===== config.mk =====
export PLATFORM = sky130hd
export DESIGN_NAME = sdram_protocol_monitor
export DESIGN_NICKNAME = d
export VERILOG_FILES = /design/src/rtl/sdram_protocol_monitor.sv
export SDC_FILE = /design/constraint.sdc
export NUM_CORES = 1
export LEC_CHECK = 0
export ABC_AREA = 0
export CAP_MARGIN = 20
export CELL_PAD_IN_SITES_DETAIL_PLACEMENT = 1
export CELL_PAD_IN_SITES_GLOBAL_PLACEMENT = 2
export CORE_MARGIN = 2
export CORE_UTILIZATION = 34
export CTS_CLUSTER_DIAMETER = 60
export CTS_CLUSTER_SIZE = 14
export DETAILED_ROUTE_END_ITERATION = 10
export PLACE_DENSITY_LB_ADDON = 0.1
export SYNTH_ARGS = -nofsm -noshare
export SYNTH_HDL_FRONTEND = slang
export SYNTH_SLANG_ARGS = --single-unit

===== constraint.sdc =====
create_clock -name sys_clk -period 3.3 [get_ports sys_clk]
set_clock_uncertainty 0.15 [all_clocks]
set_input_delay 0.99 -clock sys_clk [delete_from_list [all_inputs] [get_ports sys_clk]]
set_output_delay 0.99 -clock sys_clk [all_outputs]
set_load 0.02 [all_outputs]

===== src/rtl/sdram_protocol_monitor.sv =====
// SDRAM controller command-bus monitor: init sequence, CAS read timing, Wishbone.
// Build option: define SDRAM_MON_WB_CHECK_EN to compile in the Wishbone checks.
module sdram_protocol_monitor #(
    parameter int INIT_NOP_CYCLES   = 10000,
    parameter int INIT_REFRESH_CNT  = 16,
    parameter int INIT_DONE_TIMEOUT = 32,
    parameter int MAX_CAS           = 3,
    parameter int WB_ACK_TIMEOUT    = 64,
    parameter int ERR_CNT_W         = 8
) (
    input  logic                 sys_clk,
    input  logic                 reset_n,
    input  logic                 sdr_cs_n,
    input  logic                 sdr_ras_n,
    input  logic                 sdr_cas_n,
    input  logic                 sdr_we_n,
    input  logic                 dataout_en,
    input  logic [1:0]           cfg_sdr_cas,
    input  logic                 sdr_init_done,
    input  logic                 wb_cyc_i,
    input  logic                 wb_stb_i,
    input  logic                 wb_ack_i,
    output logic                 init_ok,
    output logic                 err_init,
    output logic                 err_cas,
    output logic                 err_wb,
    output logic [2:0]           err_code,
    output logic [ERR_CNT_W-1:0] err_count
);

    localparam int NOP_W  = $clog2(INIT_NOP_CYCLES + 1);
    localparam int REF_W  = $clog2(INIT_REFRESH_CNT + 1);
    localparam int DONE_W = $clog2(INIT_DONE_TIMEOUT + 1);
    localparam int SUP_W  = $clog2(MAX_CAS + 2);

    typedef enum logic [2:0] {
        S_NOP, S_PRE, S_REF, S_WDONE, S_DONE, S_FAIL
    } state_t;

    state_t            state;
    logic [NOP_W-1:0]  nop_cnt;
    logic [REF_W-1:0]  ref_cnt;
    logic [DONE_W-1:0] done_cnt;

    logic is_nop, is_pre, is_ref, is_lmr, is_read;
    logic ref_full;
    logic init_fail;
    logic [2:0] init_code;

    // command decode; INHIBIT (cs_n high) counts as a NOP
    always_comb begin
        is_nop  = sdr_cs_n | ({sdr_ras_n, sdr_cas_n, sdr_we_n} == 3'b111);
        is_pre  = !sdr_cs_n & ({sdr_ras_n, sdr_cas_n, sdr_we_n} == 3'b010);
        is_ref  = !sdr_cs_n & ({sdr_ras_n, sdr_cas_n, sdr_we_n} == 3'b001);
        is_lmr  = !sdr_cs_n & ({sdr_ras_n, sdr_cas_n, sdr_we_n} == 3'b000);
        is_read = !sdr_cs_n & ({sdr_ras_n, sdr_cas_n, sdr_we_n} == 3'b101);
    end

    assign ref_full = ref_cnt >= REF_W'(INIT_REFRESH_CNT);

    // init-sequence violation detection for the current state and command
    always_comb begin
        init_fail = 1'b0;
        init_code = 3'd0;
        unique case (state)
            S_NOP: begin
                if (sdr_init_done) begin
                    init_fail = 1'b1;
                    init_code = 3'd3;
                end else if (!is_nop) begin
                    init_fail = 1'b1;
                    init_code = 3'd1;
                end
            end
            S_PRE: begin
                if (sdr_init_done) begin
                    init_fail = 1'b1;
                    init_code = 3'd3;
                end else if (!is_nop && !is_pre) begin
                    init_fail = 1'b1;
                    init_code = 3'd2;
                end
            end
            S_REF: begin
                if (sdr_init_done ||
                    (is_lmr && !ref_full) ||
                    !(is_nop || is_ref || is_lmr)) begin
                    init_fail = 1'b1;
                    init_code = 3'd3;
                end
            end
            S_WDONE: begin
                if (!sdr_init_done &&
                    done_cnt == DONE_W'(INIT_DONE_TIMEOUT - 1)) begin
                    init_fail = 1'b1;
                    init_code = 3'd4;
                end
            end
            default: ;
        endcase
    end

    // init FSM; S_DONE and S_FAIL hold until reset
    always_ff @(posedge sys_clk) begin
        if (!reset_n) begin
            state    <= S_NOP;
            nop_cnt  <= '0;
            ref_cnt  <= '0;
            done_cnt <= '0;
            init_ok  <= 1'b0;
        end else if (init_fail) begin
            state <= S_FAIL;
        end else begin
            unique case (state)
                S_NOP: begin
                    if (nop_cnt >= NOP_W'(INIT_NOP_CYCLES - 1))
                        state <= S_PRE;
                    else
                        nop_cnt <= nop_cnt + NOP_W'(1);
                end
                S_PRE: begin
                    if (is_pre)
                        state <= S_REF;
                end
                S_REF: begin
                    if (is_ref && !ref_full)
                        ref_cnt <= ref_cnt + REF_W'(1);
                    if (is_lmr)
                        state <= S_WDONE;
                end
                S_WDONE: begin
                    if (sdr_init_done) begin
                        state   <= S_DONE;
                        init_ok <= 1'b1;
                    end else begin
                        done_cnt <= done_cnt + DONE_W'(1);
                    end
                end
                default: ;
            endcase
        end
    end

    // rd_pipe[k] is set when a READ was issued k cycles ago (bit 0 = now)
    logic [MAX_CAS-1:0] rd_sr;
    logic [MAX_CAS:0]   rd_pipe;
    logic [1:0]         cas_q;
    logic [SUP_W-1:0]   sup_cnt;
    logic cas_chg, cas_en, cas_tap, cas_viol;

    assign rd_pipe = {rd_sr, is_read & (state == S_DONE)};
    assign cas_chg = cfg_sdr_cas != cas_q;
    assign cas_en  = (state == S_DONE) && (sup_cnt == '0) && !cas_chg &&
                     (cfg_sdr_cas != 2'd0) && (int'(cfg_sdr_cas) <= MAX_CAS);

    // select the pipeline tap matching the configured latency
    always_comb begin
        cas_tap = 1'b0;
        for (int k = 1; k <= MAX_CAS; k++)
            if (int'(cfg_sdr_cas) == k)
                cas_tap = rd_pipe[k];
    end

    assign cas_viol = cas_en & cas_tap & !dataout_en;

    // read history; a latency change flushes it and mutes checks briefly
    always_ff @(posedge sys_clk) begin
        if (!reset_n) begin
            rd_sr   <= '0;
            cas_q   <= 2'd0;
            sup_cnt <= '0;
        end else if (cas_chg) begin
            rd_sr   <= '0;
            cas_q   <= cfg_sdr_cas;
            sup_cnt <= SUP_W'(MAX_CAS + 1);
        end else begin
            rd_sr <= rd_pipe[MAX_CAS-1:0];
            if (sup_cnt != '0)
                sup_cnt <= sup_cnt - SUP_W'(1);
        end
    end

    logic wb_viol_proto, wb_viol_to;

`ifdef SDRAM_MON_WB_CHECK_EN
    localparam int WB_W = $clog2(WB_ACK_TIMEOUT + 1);
    logic [WB_W-1:0] wb_cnt;

    assign wb_viol_proto = (wb_stb_i & !wb_cyc_i) |
                           (wb_ack_i & !(wb_cyc_i & wb_stb_i));
    assign wb_viol_to    = wb_cyc_i & wb_stb_i & !wb_ack_i &
                           (wb_cnt == WB_W'(WB_ACK_TIMEOUT - 1));

    // ack wait counter; parks at the limit so a stall is reported once
    always_ff @(posedge sys_clk) begin
        if (!reset_n)
            wb_cnt <= '0;
        else if (wb_ack_i || !wb_cyc_i)
            wb_cnt <= '0;
        else if (wb_stb_i && wb_cnt != WB_W'(WB_ACK_TIMEOUT))
            wb_cnt <= wb_cnt + WB_W'(1);
    end
`else
    logic unused_wb;
    assign unused_wb     = wb_cyc_i ^ wb_stb_i ^ wb_ack_i;
    assign wb_viol_proto = 1'b0;
    assign wb_viol_to    = 1'b0;
`endif

    logic       any_viol;
    logic [2:0] viol_code;

    // lowest-numbered cause wins when several fire in one cycle
    always_comb begin
        any_viol  = init_fail | cas_viol | wb_viol_proto | wb_viol_to;
        viol_code = 3'd0;
        if (init_fail)
            viol_code = init_code;
        else if (cas_viol)
            viol_code = 3'd5;
        else if (wb_viol_proto)
            viol_code = 3'd6;
        else if (wb_viol_to)
            viol_code = 3'd7;
    end

    // sticky flags, first-error code and saturating violation count
    always_ff @(posedge sys_clk) begin
        if (!reset_n) begin
            err_init  <= 1'b0;
            err_cas   <= 1'b0;
            err_wb    <= 1'b0;
            err_code  <= 3'd0;
            err_count <= '0;
        end else begin
            if (init_fail)
                err_init <= 1'b1;
            if (cas_viol)
                err_cas <= 1'b1;
            if (wb_viol_proto || wb_viol_to)
                err_wb <= 1'b1;
            if (any_viol && err_code == 3'd0)
                err_code <= viol_code;
            if (any_viol && err_count != '1)
                err_count <= err_count + ERR_CNT_W'(1);
        end
    end

endmodule


# == Word level (Yosys, flattened, before mapping) ==
# Index checks and enable logic that the tools add are counted.
# op_classes
n_addsub,5
magnitude_cmp,2
n_eq_ne,22
mux,27
n_bitwise,13
n_reduce_logical,38
# ops
operator,count
2-to-1 mux 3 bit,10
case mux 3 bit (4 select lines),2
adder 14 x 1 -> 14 bit (second input constant),1
greater-or-equal comparator 14 bit (second input constant),1
zero test 3 bit,4
inequality test 3 bit (second input constant),4
AND reduction 3 bit,4
2-to-1 mux 1 bit,10
AND reduction 5 bit,2
== test 3 x 2 -> 1 bit (second input constant),3
== test 3 bit (second input constant),3
logical AND 1 bit,9
adder 8 x 1 -> 8 bit (second input constant),1
zero test 1 bit,8
2-to-1 mux 2 bit,4
inequality test 2 bit (second input constant),4
inequality test 8 bit (second input constant),1
bitwise AND 1 bit,7
adder 6 x 1 -> 6 bit (second input constant),1
== test 3 x 1 -> 1 bit (second input constant),2
== test 6 x 5 -> 1 bit (second input constant),1
adder 5 x 1 -> 5 bit (second input constant),1
greater-or-equal comparator 5 bit (second input constant),1
nonzero test 5 bit,1
12 further kinds,22
# word_totals
reg_bits,50
out_inout_bits,15
elab_cells,121

# == Logic depth before layout (Yosys ltp) ==
# Gate-level depths: netlist of the first run.
# depth
depth_word,10
ltp_mapped,9
mapped_depth_nobuf,8

# == Worst setup path after synthesis of the first run ==
# OpenSTA, ideal clock, no wires.
# synth_timing
kind,input to register
startpoint,input sdr_cs_n
endpoint,register nop_cnt[1]
arrival_time_ps,2368
t_required_ps,3022
slack_ps,654
cell_stages,8
n_path_buf,2
path_cell_list,or3_1 a311o_1 and2_1 buf_4 nand3_4 buf_6 mux2i_1 nor2_1
# synth_via
elab_chain_len,10
word_cells_on_any_way,22
# synth_lines
item,line,source
start: declaration,13,"input logic sdr_cs_n,"
zero test 1 bit,"53, 54, 55",
bitwise AND 1 bit,54,"is_ref = !sdr_cs_n & ({sdr_ras_n, sdr_cas_n, sdr_we_n} == 3'b001);"
logical OR 1 bit (2 in series),87,!(is_nop || is_ref || is_lmr)) begin
zero test 1 bit,87,
logical OR 1 bit,86,(is_lmr && !ref_full) ||
2-to-1 mux 1 bit,85,if (sdr_init_done ||
case mux 1 bit (4 select lines) *,65,unique case (state)
inverter 1 bit (no line) *,-,
AND reduction 3 bit (no line) *,-,
end signal: assignment,119,nop_cnt <= nop_cnt + NOP_W'(1);
end: declaration,41,logic [NOP_W-1:0] nop_cnt;
# Every way passes the cells marked *; elsewhere a longest branch is shown, timed or not.
# A chain may end at the register's enable or synchronous reset.

# == Worst setup path after layout of the first run ==
# layout_timing
startpoint,input sdr_cas_n
endpoint,register err_count[5]
# layout_via
elab_chain_len,10
word_cells_on_any_way,25
# layout_lines
item,line,source
start: declaration,15,"input logic sdr_cas_n,"
== test 3 bit or == test 3 x 1 -> 1 bit (tied branches),"52, 54",
OR 1 bit or bitwise AND 1 bit (tied branches),"52, 54",
logical OR 1 bit (2 in series),87,
zero test 1 bit,87,
logical OR 1 bit,86,
2-to-1 mux 1 bit,85,
case mux 1 bit (4 select lines) *,65,
OR 1 bit *,215,any_viol = init_fail | cas_viol | wb_viol_proto | wb_viol_to;
logical AND 1 bit *,244,if (any_viol && err_count != '1)
end signal: assignment,245,err_count <= err_count + ERR_CNT_W'(1);
end: declaration,28,output logic [ERR_CNT_W-1:0] err_count
# Marked as above.

==> Flow_metrics.wiki, run 1 <==
{| class="wikitable"
! Metric !! Value
|-
| Run status || finished clean
|-
| Placed Cells || 425
|-
| Detailed Place HPWL || 4.434 mm
|-
| Global-route wire length before repair || 10.47 mm
|-
| Total power after layout || 1.264 mW
|-
| Post-Layout Cell Count || 433
|-
| WL final || between 5 and 6 mm
|-
| Inserted Clock Buffers || 5
|-
| Max incr delay on CP || 0.52 ns
|-
| Via count of the first global-routing pass || 2245
|-
| Netlist area before placement || 2512 um2
|-
| Startpoint-to-endpoint class of the critical path || primary input to register
|-
| RSZ-0062 raised after global routing || no
|-
| Total of flip-flops plus latches after synthesis || 50
|-
| Number of enable-type register cells in the synthesized netlist || 0
|-
| Via count || 2203
|-
| Remaining global-route overflow || 0
|-
| Root buf cell || sky130_fd_sc_hd__clkbuf_8
|-
| Dominant combinational cell family by area after synthesis || simple AND/OR/NAND/NOR gates
|-
| Cts-stage hold buffer count || 0
|-
| Growth of design area from synthesis to finish || 22.16%
|-
| Final setup violating endpoints || 0
|-
| Static leakage || 1.149 nW
|-
| CP endpoint kind || register
|-
| Commonest non-fill, non-tap cells in the layout || sky130_fd_sc_hd__dfxtp_1, sky130_fd_sc_hd__nor2_1, sky130_fd_sc_hd__nand2_1, sky130_fd_sc_hd__buf_4, sky130_fd_sc_hd__clkdlybuf4s50_1
|-
| Syn_nets || 312
|-
| Post-synthesis share of cell area spent on full adders, half adders and majority gates || 3.984%
|-
| Routed vias/inst || 5.088
|-
| Cell area reported after detailed placement || 2970 um2
|-
| Worst path arrival time || 3.14 ns
|-
| Instance count of the mapped netlist || 291
|-
| Largest delay share family, worst path || compound AO/OA/AOI/OAI gates
|-
| Post-synthesis cell type count || 48
|-
| Buffers & Inverters on Critical Path || 1
|-
| Count of buffers inserted at the top-level ports || 23
|-
| Post-route worst hold slack || ~0.33 ns
|-
| Prevailing post-synth register cell || sky130_fd_sc_hd__dfxtp_1
|-
| Synthesized-area fraction occupied by ao, oa, aoi and oai cells || 14.09%
|-
| All-layer global routing usage || 15.52%
|-
| Element type at the critical path start || primary input
|-
| Crit Path Max Fanout || 11
|-
| Global placement routability congestion || 0.7675
|-
| Max_cap viols || 0
|-
| Power per standard cell area || roughly 400 nW/um2
|-
| Class of the tightest hold or removal check || register to register
|-
| Clock Tree Buf Depth || 2
|-
| Post-route fraction of the period consumed by the critical path || 92.18%
|-
| Total Die Area || 8093 um2
|-
| Req. time, crit path || 3.40 ns
|-
| Fraction of synthesized cell area in xor and xnor cells || 4.880%
|-
| Clock transition at the registers of the reported paths || around 0.10 ns
|-
| Async SR Flop Fraction || 0%
|-
| Placement row count || 31
|-
| Area fraction in and, or, nand and nor cells after synthesis || a little over a quarter
|-
| Total I/O pin count || 28
|-
| Antenna violations before repair || 0
|-
| Die H || between 80 and 90 um
|-
| Core Area || 7214 um2
|-
| Horizontal die dimension || 89.96 um
|-
| Max-slew violation count || 0
|-
| Multiplexer share of the synthesized area || 4.183%
|-
| Max H-tree Level || 2
|-
| Count of yosys warnings during synthesis || 0
|-
| TritonRoute pass-1 iters || 4
|-
| Total non-filler cell area in the finished layout || 3069 um2
|-
| Count of endpoints failing hold in the final timing report || 0
|-
| Latest clock arrival within the worst-skew pair || 0.31 ns
|-
| Number of clock sinks seen by CTS || 50
|-
| Post-route ant nets || 0
|-
| Maximum number of pins on one net before global-route repair || 26
|-
| First-iteration detailed-routing DRC count || 71
|-
| Worst vdd rail ir drop || between 0.00015 and 0.0002 V
|-
| Crit path cell chain || clkdlybuf4s50_1 > a31oi_1 > o311ai_2 > a221oi_2 > o31ai_4 > or4_1 > a21oi_1
|-
| Shortest clock period the worst path allows after layout || 3.042 ns
|-
| Post-detailed-route DRC marker count || 0
|-
| Wire length per cell || 13.69 um
|-
| Fmax || 328.7 MHz
|-
| Number of nets at the end of the flow || 354
|-
| Clock tree from TritonCTS || done
|-
| Most common cell after layout, fill and taps aside || sky130_fd_sc_hd__dfxtp_1
|-
| Part of the Yosys area used for sequential elements || 39.84%
|-
| Avg Cell Area, Syn || between 8 and 9 um2
|-
| Starting Density || 34.82%
|-
| Slowest stage cell on the critical path || sky130_fd_sc_hd__clkdlybuf4s50_1
|-
| Antenna Cells || 0
|-
| Setup TNS || 0 ns
|-
| Share of cells above drive strength 1 || 12.87%
|}
cell usage after synthesis, types with 4 or more instances:
cell,number,area [um2]
sky130_fd_sc_hd__or3_1,9,56.30
sky130_fd_sc_hd__clkbuf_1,5,18.77
sky130_fd_sc_hd__and3_1,6,37.54
sky130_fd_sc_hd__o31ai_1,6,45.04
sky130_fd_sc_hd__xor2_1,8,70.07
sky130_fd_sc_hd__nand3_1,17,85.08
sky130_fd_sc_hd__ha_1,8,100.1
sky130_fd_sc_hd__dfxtp_1,50,1001
sky130_fd_sc_hd__a31oi_1,4,25.02
sky130_fd_sc_hd__mux2i_1,9,90.09
sky130_fd_sc_hd__nand2_1,26,97.59
sky130_fd_sc_hd__nor4_1,6,37.54
sky130_fd_sc_hd__nor3_1,6,30.03
sky130_fd_sc_hd__nand4_1,4,25.02
sky130_fd_sc_hd__inv_1,17,63.81
sky130_fd_sc_hd__or4_1,6,45.04
sky130_fd_sc_hd__a21oi_1,15,75.07
sky130_fd_sc_hd__o21ai_0,9,45.04
sky130_fd_sc_hd__nor2_1,33,123.9
sky130_fd_sc_hd__xnor2_1,6,52.55
cells by family (layout without fill, tap and decap cells):
family | count (synthesis) | after routing
fa+ha+maj | 8 | 8
compound gates | 51 | 51
flops | 50 | 50
buf+inv | 30 | 73
simple gates | 127 | 127
other cells | 1 | 1
xor+xnor | 14 | 14
mux | 10 | 10
metal layers:
layer | wire (um) | vias to the layer above | share of wire, % | GRT usage [%]
li1 | - | 1111 | - | -
met1 | 2955 | 1061 | 50 | 20.05
met2 | 2780 | 25 | 47 | 26.39
met3 | 134 | 6 | 2.3 | 2.515
met4 | 57 | 0 | 0.96 | 5.385
met5 | 0 | - | 0 | 0
final timing paths:
check,end,startpoint,slack [ns],cells past startpoint
worst max register to register,done_cnt[0],state[2],1.02,7
worst min register to register,rd_sr[1],rd_sr[0],0.33,1
worst max-delay path,err_count[5],sdr_cas_n,0.26,7
worst min-delay path,rd_sr[1],rd_sr[0],0.33,1
where the power goes:
group          switching, mW  internal (mW)  total (mW)
combinational          0.126          0.112       0.238
clock                  0.219          0.150       0.369
sequential            0.0314          0.626       0.658
total                  0.376          0.888        1.26
worst reg2reg max path, delay by kind of cell (launching register included):
family | cells | cell delay (ns)
AND/OR/NAND/NOR | 4 | 0.92
flip-flops | 1 | 0.45
AO/OA/AOI/OAI | 1 | 0.35
buffers and inverters | 1 | 0.17
XOR/XNOR | 1 | 0.15
sequential cells by signal, summed over array words and instances (netlist names):
| signal | flops |
|---|---|
| err_init | 1 |
| cas_q | 2 |
| nop_cnt | 14 |
| done_cnt | 6 |
| ref_cnt | 5 |
| rd_sr | 3 |
| sup_cnt | 3 |
| err_code | 3 |
| err_count | 8 |
| state | 3 |
| init_ok | 1 |
| err_cas | 1 |
layout make-up:
cell class	count	area, um2
clock inverters	3	21.27
fillers	888	4145
well taps	99	123.9
clock buffers	5	68.82
repair buffers	48	417.9
inverters	17	63.81
flip-flops and latches	50	1001
multi-input cells	211	1373
metrics by stage:
stage / utilization [%] / setup WS [ns]
after floorplan: - / 0.6543
after global placement: 41.17 / -0.09865
after detailed placement: 41.17 / -0.1413
after CTS: 42.42 / 0.1559
after global routing: 42.54 / 0.05826
final: 42.54 / 0.2581
what timing repair did:
action,CTS,global route
buffers inserted,0,0
resized for setup,0,1
setup endpoints to repair,0,1
Power figures use the tool's default switching activity.
==> run 2, diff against run 1 <==
CORE_MARGIN = not set   (was 2)
GPL_TIMING_DRIVEN = 0   (was not set)
==> Flow_metrics.wiki, run 2 (synthesized netlist as in run 1, its figures left out) <==
{| class="wikitable"
! Metric !! Value
|-
| Run status || finished clean
|-
| Slowest stage cell on the critical path || sky130_fd_sc_hd__clkdlybuf4s50_1
|-
| Placement row count || 30 (-3.2%)
|-
| First-iteration detailed-routing DRC count || 115 (+62%)
|-
| Req. time, crit path || 3.39 ns (about the same)
|-
| Core Area || 6982 um2 (-3.2%)
|-
| Count of endpoints failing hold in the final timing report || 0 (unchanged)
|-
| Maximum number of pins on one net before global-route repair || 16 (-38%)
|-
| Buffers & Inverters on Critical Path || 2 (+1)
|-
| Origin of the critical flop-to-flop path || sup_cnt[0]
|-
| Root buf cell || sky130_fd_sc_hd__clkbuf_8
|-
| Total I/O pin count || 28 (unchanged)
|-
| Growth of design area from synthesis to finish || 19.67%
|-
| Count of buffers inserted at the top-level ports || 22 (-4.3%)
|-
| Worst-case reg-to-reg path depth || 9 (+2)
|-
| Register bank with the most flops || nop_cnt
|-
| Worst Setup EP || err_count[7]
|-
| Die H || 87.96 um (-2.2%)
|-
| Startpoint-to-endpoint class of the critical path || primary input to register
|-
| Post-route ant nets || 0 (unchanged)
|-
| Number of clock sinks seen by CTS || 50 (unchanged)
|-
| All-layer global routing usage || 17.45% (+1.9 points)
|-
| Detailed Place HPWL || 4.619 mm (+4.2%)
|-
| Remaining global-route overflow || 0 (unchanged)
|-
| Placed Cells || 409 (-3.8%)
|-
| Max_cap viols || 0 (unchanged)
|-
| Crit path setup slack, layout || 0.1482 ns (-0.1099 ns)
|-
| Max-slew violation count || 0 (unchanged)
|-
| Clock tree from TritonCTS || done
|-
| Cts-stage hold buffer count || 0 (unchanged)
|-
| Largest delay share family, worst path || compound AO/OA/AOI/OAI gates
|-
| Static leakage || 1.093 nW (-4.9%)
|-
| Number of nets at the end of the flow || 343 (-3.1%)
|-
| Wire length on met3 || 138 um (+3.0%)
|-
| Antenna Cells || 0 (unchanged)
|-
| Met2 Routed Length || 2.928 mm (+5.3%)
|-
| Post-route worst hold slack || 0.3315 ns (-0.0006450 ns)
|-
| Clock Tree Buf Depth || 2 (unchanged)
|-
| Routed vias/inst || 5.234 (+2.9%)
|-
| Number of cells on the critical path || 8 (+1)
|-
| RSZ-0062 raised after global routing || no
|-
| Worst vdd rail ir drop || 0.0001613 V (+4.7%)
|-
| Highest layer used for signal routing || met4
|-
| Power per standard cell area || 441.0 nW/um2 (+7.1%)
|-
| Flip-flop count of the largest register, all copies and words added || 14 (unchanged)
|-
| Share of cells above drive strength 1 || 8.978% (-3.9 points)
|-
| Post-Layout Cell Count || 419 (-3.2%)
|-
| Crit Path Max Fanout || 10 (-1)
|-
| Global-route wire length before repair || 10.41 mm (-0.53%)
|-
| Final setup violating endpoints || 0 (unchanged)
|-
| Total Die Area || 7737 um2 (-4.4%)
|-
| Crit path cell chain || clkdlybuf4s50_1 > a31oi_2 > o311ai_4 > a221oi_4 > o31ai_2 > buf_6 > nor4_1 > mux2i_1
|-
| Shortest clock period the worst path allows after layout || 3.152 ns (+0.1099 ns)
|-
| Timing startpoint of the critical path || sdr_cas_n
|-
| Class of the tightest hold or removal check || register to register
|-
| Total power after layout || 1.326 mW (+4.9%)
|-
| Max incr delay on CP || 0.55 ns (+0.03 ns)
|-
| Horizontal die dimension || 87.96 um (-2.2%)
|-
| Final core utilization || 43.06% (+0.52 points)
|-
| Inserted Clock Buffers || 5 (unchanged)
|-
| Cell area reported after detailed placement || 2853 um2 (-4.0%)
|-
| Starting Density || 35.99% (+1.2 points)
|-
| Worst slew pin tran || about 0.62 ns
|-
| Post-detailed-route DRC marker count || 0 (unchanged)
|-
| Setup TNS || 0 ns (unchanged)
|-
| WL final || 6.205 mm (+4.7%)
|-
| Clock transition at the registers of the reported paths || 0.10 ns (about the same)
|-
| TritonRoute pass-1 iters || 4 (unchanged)
|-
| Reg2reg setup slack || 0.91 ns (-0.11 ns)
|-
| End of the worst register-to-register path || err_count[7]
|-
| Wire length on met1 || 3.070 mm (+3.9%)
|-
| Latest clock arrival within the worst-skew pair || 0.31 ns (about the same)
|-
| Biggest regs || nop_cnt: 14 flops, err_count: 8 flops, done_cnt: 6 flops
|-
| Fmax || 317.3 MHz (-3.5%)
|-
| Global placement routability congestion || 0.7405 (-3.5%)
|-
| Most common cell after layout, fill and taps aside || sky130_fd_sc_hd__dfxtp_1
|-
| Max H-tree Level || 2 (unchanged)
|-
| Post-route fraction of the period consumed by the critical path || 95.51% (+3.3 points)
|-
| Wire length per cell || 14.81 um (+8.2%)
|-
| CP endpoint kind || register
|-
| Relative max-transition margin || between 50% and 60%
|-
| Pre-CTS setup slack || -0.2799 ns (-0.1387 ns)
|-
| Antenna violations before repair || 0 (unchanged)
|-
| Total non-filler cell area in the finished layout || 3007 um2 (-2.0%)
|-
| Via count || 2193 (-0.45%)
|-
| Worst path arrival time || 3.25 ns (+0.11 ns)
|-
| Via count of the first global-routing pass || 2124 (-5.4%)
|-
| Element type at the critical path start || primary input
|-
| Commonest non-fill, non-tap cells in the layout || sky130_fd_sc_hd__dfxtp_1, sky130_fd_sc_hd__nor2_1, sky130_fd_sc_hd__nand2_1, sky130_fd_sc_hd__clkdlybuf4s50_1
|}
==> run 2: cell count changes in the layout (fill, tap and decap cells not counted), sizes merged <==
cell           delta
clkinvlp          -1
bufinv            +1
clkdlybuf4s50     -1
buf              -15
clkbuf            +5
==> run 2: how the worst min path moves through the flow <==
stage,from,to,slack (ns),depth (start not counted)
after floorplan,nop_cnt[12],nop_cnt[12],0.29,2
after global placement,err_init,err_init,0.30,2
after detailed placement,nop_cnt[12],nop_cnt[12],0.32,2
after CTS,nop_cnt[12],nop_cnt[12],0.34,2
after global routing,rd_sr[1],rd_sr[2],0.35,1
final,init_ok,init_ok,0.33,2
==> run 2: area by class of cell <==
cell class / instances / area [um2]
Clock buffer: 5 / 68.82
Timing Repair Buffer: 24 / 235.2
Sequential cell: 50 / 1001
Buffer: 13 / 83.83
Fill cell: 864 / 3975
Tap cell: 96 / 120.1
Clock inverter: 3 / 40.04
Inverter: 17 / 63.81
Multi-Input combinational cell: 211 / 1394
==> run 2: worst register-to-register path, cell delays in order (launching register included) <==
cell                       delay (ns)
sky130_fd_sc_hd__dfxtp_1         0.32
sky130_fd_sc_hd__inv_1           0.05
sky130_fd_sc_hd__ha_1            0.16
sky130_fd_sc_hd__ha_1            0.28
sky130_fd_sc_hd__o211ai_1        0.17
sky130_fd_sc_hd__nor4b_4         0.42
sky130_fd_sc_hd__o31ai_2         0.14
sky130_fd_sc_hd__buf_6           0.16
sky130_fd_sc_hd__nor4_1          0.26
sky130_fd_sc_hd__mux2i_1         0.22
==> run 2: power by group <==
group	internal, mW	switching, mW	total [mW]	leakage, nW
clock	0.224	0.212	0.436	0.0579
combinational	0.101	0.143	0.245	0.629
sequential	0.626	0.0192	0.645	0.406
total	0.951	0.375	1.33	1.09
==> run 2: repair_timing <==
action / in CTS / in global routing
setup buffers: 0 / 2
endpoints found under the setup margin: 0 / 4
endpoints found under the hold margin: 0 / 0
resized for setup: 0 / 4
==> run 2: routing by layer <==
| metal | track usage (%) | vias to the layer above |
|---|---|---|
| met2 | 28.82 | 25 |
| li1 | - | 1095 |
| met5 | 0 | - |
| met3 | 3.110 | 6 |
| met1 | 23.27 | 1067 |
| met4 | 4.918 | 0 |
==> run 3, diff against run 2 <==
CAP_MARGIN = not set   (was 20)
PLACE_DENSITY = 0.87   (was not set)
PLACE_DENSITY_LB_ADDON = not set   (was 0.1)
==> Flow_metrics.wiki, run 3 (synthesized netlist as in run 1, its figures left out) <==
{| class="wikitable"
! Metric !! Value
|-
| Run status || finished clean
|-
| Latest clock arrival within the worst-skew pair || 0.31 ns (about the same)
|-
| Flip-flop count of the largest register, all copies and words added || 14 (unchanged)
|-
| Clock Tree Buf Depth || 2 (unchanged)
|-
| Number of nets at the end of the flow || 343 (unchanged)
|-
| Fmax || 319.1 MHz (+0.57%)
|-
| Req. time, crit path || 3.39 ns (about the same)
|-
| RSZ-0062 raised after global routing || no
|-
| Antenna violations before repair || 0 (unchanged)
|-
| Worst path arrival time || 3.22 ns (-0.03 ns)
|-
| TritonRoute pass-1 iters || 4 (unchanged)
|-
| Element type at the critical path start || primary input
|-
| Class of the tightest hold or removal check || register to register
|-
| Maximum number of pins on one net before global-route repair || 16 (unchanged)
|-
| Via count || 2194 (+0.046%)
|-
| Max H-tree Level || 2 (unchanged)
|-
| Layout filler cell count || 830 (-3.9%)
|-
| Count of endpoints failing hold in the final timing report || 0 (unchanged)
|-
| Static leakage || 1.087 nW (-0.50%)
|-
| Via count of the first global-routing pass || 2176 (+2.4%)
|-
| Growth of design area from synthesis to finish || 19.22%
|-
| Count of buffers inserted at the top-level ports || 22 (unchanged)
|-
| Worst vdd rail ir drop || 0.0002211 V (+37%)
|-
| Max_cap viols || 0 (unchanged)
|-
| Hold Crit Start || nop_cnt[11]
|-
| Reg2reg setup slack || 0.94 ns (+0.03 ns)
|-
| Remaining global-route overflow || 0 (unchanged)
|-
| Placement row count || 30 (unchanged)
|-
| Cell area reported after detailed placement || 2853 um2 (unchanged)
|-
| Relative max-transition margin || 55.02% (-3.5 points)
|-
| Post-route ant nets || 0 (unchanged)
|-
| Final core utilization || 42.90% (-0.16 points)
|-
| Timing startpoint of the critical path || sdr_we_n
|-
| Commonest non-fill, non-tap cells in the layout || sky130_fd_sc_hd__dfxtp_1, sky130_fd_sc_hd__nor2_1, sky130_fd_sc_hd__nand2_1, sky130_fd_sc_hd__clkdlybuf4s50_1
|-
| Detailed Place HPWL || 4.546 mm (-1.6%)
|-
| First-iteration detailed-routing DRC count || 51 (-56%)
|-
| Worst slew pin tran || 0.6746 ns (+0.05208 ns)
|-
| Horizontal die dimension || 87.96 um (unchanged)
|-
| Origin of the critical flop-to-flop path || sup_cnt[0]
|-
| Routed vias/inst || 5.236 (about the same)
|-
| WL final || 6.172 mm (-0.53%)
|-
| Share of cells above drive strength 1 || 8.359% (-0.62 points)
|-
| Power per standard cell area || 443.5 nW/um2 (+0.57%)
|-
| Shortest clock period the worst path allows after layout || 3.134 ns (-0.01777 ns)
|-
| Met1 usage || 20.56% (-2.7 points)
|-
| CP endpoint kind || register
|-
| Inserted Clock Buffers || 5 (unchanged)
|-
| Root buf cell || sky130_fd_sc_hd__clkbuf_8
|-
| Global-route wire length before repair || 10.14 mm (-2.6%)
|-
| Antenna Cells || 0 (unchanged)
|-
| Met3 capacity usage during global routing || 2.733% (-0.38 points)
|-
| Die H || 87.96 um (unchanged)
|-
| Clock tree from TritonCTS || done
|-
| Post-route fraction of the period consumed by the critical path || 94.97% (-0.54 points)
|-
| Total I/O pin count || 28 (unchanged)
|-
| Starting Density || 35.99% (unchanged)
|-
| Core Area || 6982 um2 (unchanged)
|-
| Wire length per cell || 14.73 um (-0.53%)
|-
| Crit Path Max Fanout || 10 (unchanged)
|-
| Global routing usage on met2 || 30.73% (+1.9 points)
|-
| Clock transition at the registers of the reported paths || 0.08 ns (-0.02 ns)
|-
| Total non-filler cell area in the finished layout || 2995 um2 (-0.37%)
|-
| Most common cell after layout, fill and taps aside || sky130_fd_sc_hd__dfxtp_1
|-
| Total Die Area || 7737 um2 (unchanged)
|-
| Most congested layer reported by global routing || met2
|-
| Setup TNS || 0 ns (unchanged)
|-
| Startpoint-to-endpoint class of the critical path || primary input to register
|-
| Register bank with the most flops || nop_cnt
|-
| Final setup violating endpoints || 0 (unchanged)
|-
| Biggest regs || nop_cnt: 14 flops, err_count: 8 flops, done_cnt: 6 flops
|-
| Post-detailed-route DRC marker count || 0 (unchanged)
|-
| Global placement routability congestion || 0.7368 (-0.50%)
|-
| All-layer global routing usage || 17.20% (-0.24 points)
|-
| Max-slew violation count || 0 (unchanged)
|-
| Number of clock sinks seen by CTS || 50 (unchanged)
|}
## run 3: worst max-delay path, stage by stage
cell                              delay, ns
sky130_fd_sc_hd__clkdlybuf4s50_1       0.61
sky130_fd_sc_hd__nor2_1                0.08
sky130_fd_sc_hd__o311ai_2              0.35
sky130_fd_sc_hd__a221o_2               0.34
sky130_fd_sc_hd__nand3_4               0.16
sky130_fd_sc_hd__or4_1                 0.54
sky130_fd_sc_hd__a21oi_1               0.15
## run 3: metrics by stage
| stage | worst slack, ns | power (mW) | std cells | hold WS, ns |
|---|---|---|---|---|
| after floorplan | 0.6543 | 0.8146 | 291 | 0.2942 |
| after global placement | -0.2486 | 0.8909 | 409 | 0.3004 |
| after detailed placement | -0.2720 | 0.8976 | 409 | 0.3124 |
| after CTS | 0.05969 | 1.342 | 417 | 0.3286 |
| after global routing | 0.05618 | 1.392 | 419 | 0.3601 |
| final | 0.1660 | 1.329 | 419 | 0.3231 |
## run 3: power breakdown
group | leakage [nW] | switching, mW | internal [mW]
clock network | 0.0514 | 0.217 | 0.227
registers | 0.406 | 0.0199 | 0.626
logic | 0.630 | 0.142 | 0.0976
## run 3: timing repair
item | in CTS | in global routing
buffers inserted | 0 | 2
gates resized for setup | 0 | 2
hold buffers | 0 | 0
endpoints found under the setup margin | 0 | 3
## run 3: worst paths after layout
path / to / cells after the start
max: nop_cnt[10] / 7
min: nop_cnt[11] / 2
max reg2reg: err_count[7] / 9
min reg2reg: nop_cnt[11] / 2
## run 3: area by class of cell
type / count / area, um2 / share of cell area, %
buffer: 13 / 83.83 / 2.799
timing repair buffer: 24 / 235.2 / 7.853
inverter: 17 / 63.81 / 2.130
tap: 96 / 120.1 / 4.010
clock inverter: 2 / 37.54 / 1.253
multi-input combinational: 211 / 1381 / 46.12
sequential: 50 / 1001 / 33.42
clock buffer: 6 / 72.57 / 2.423
## run 3: per-layer routing
layer	wire length, um	up-vias
met2	3083	23
met5	0	-
met4	108	0
li1	-	1090
met3	126	7
met1	2853	1074
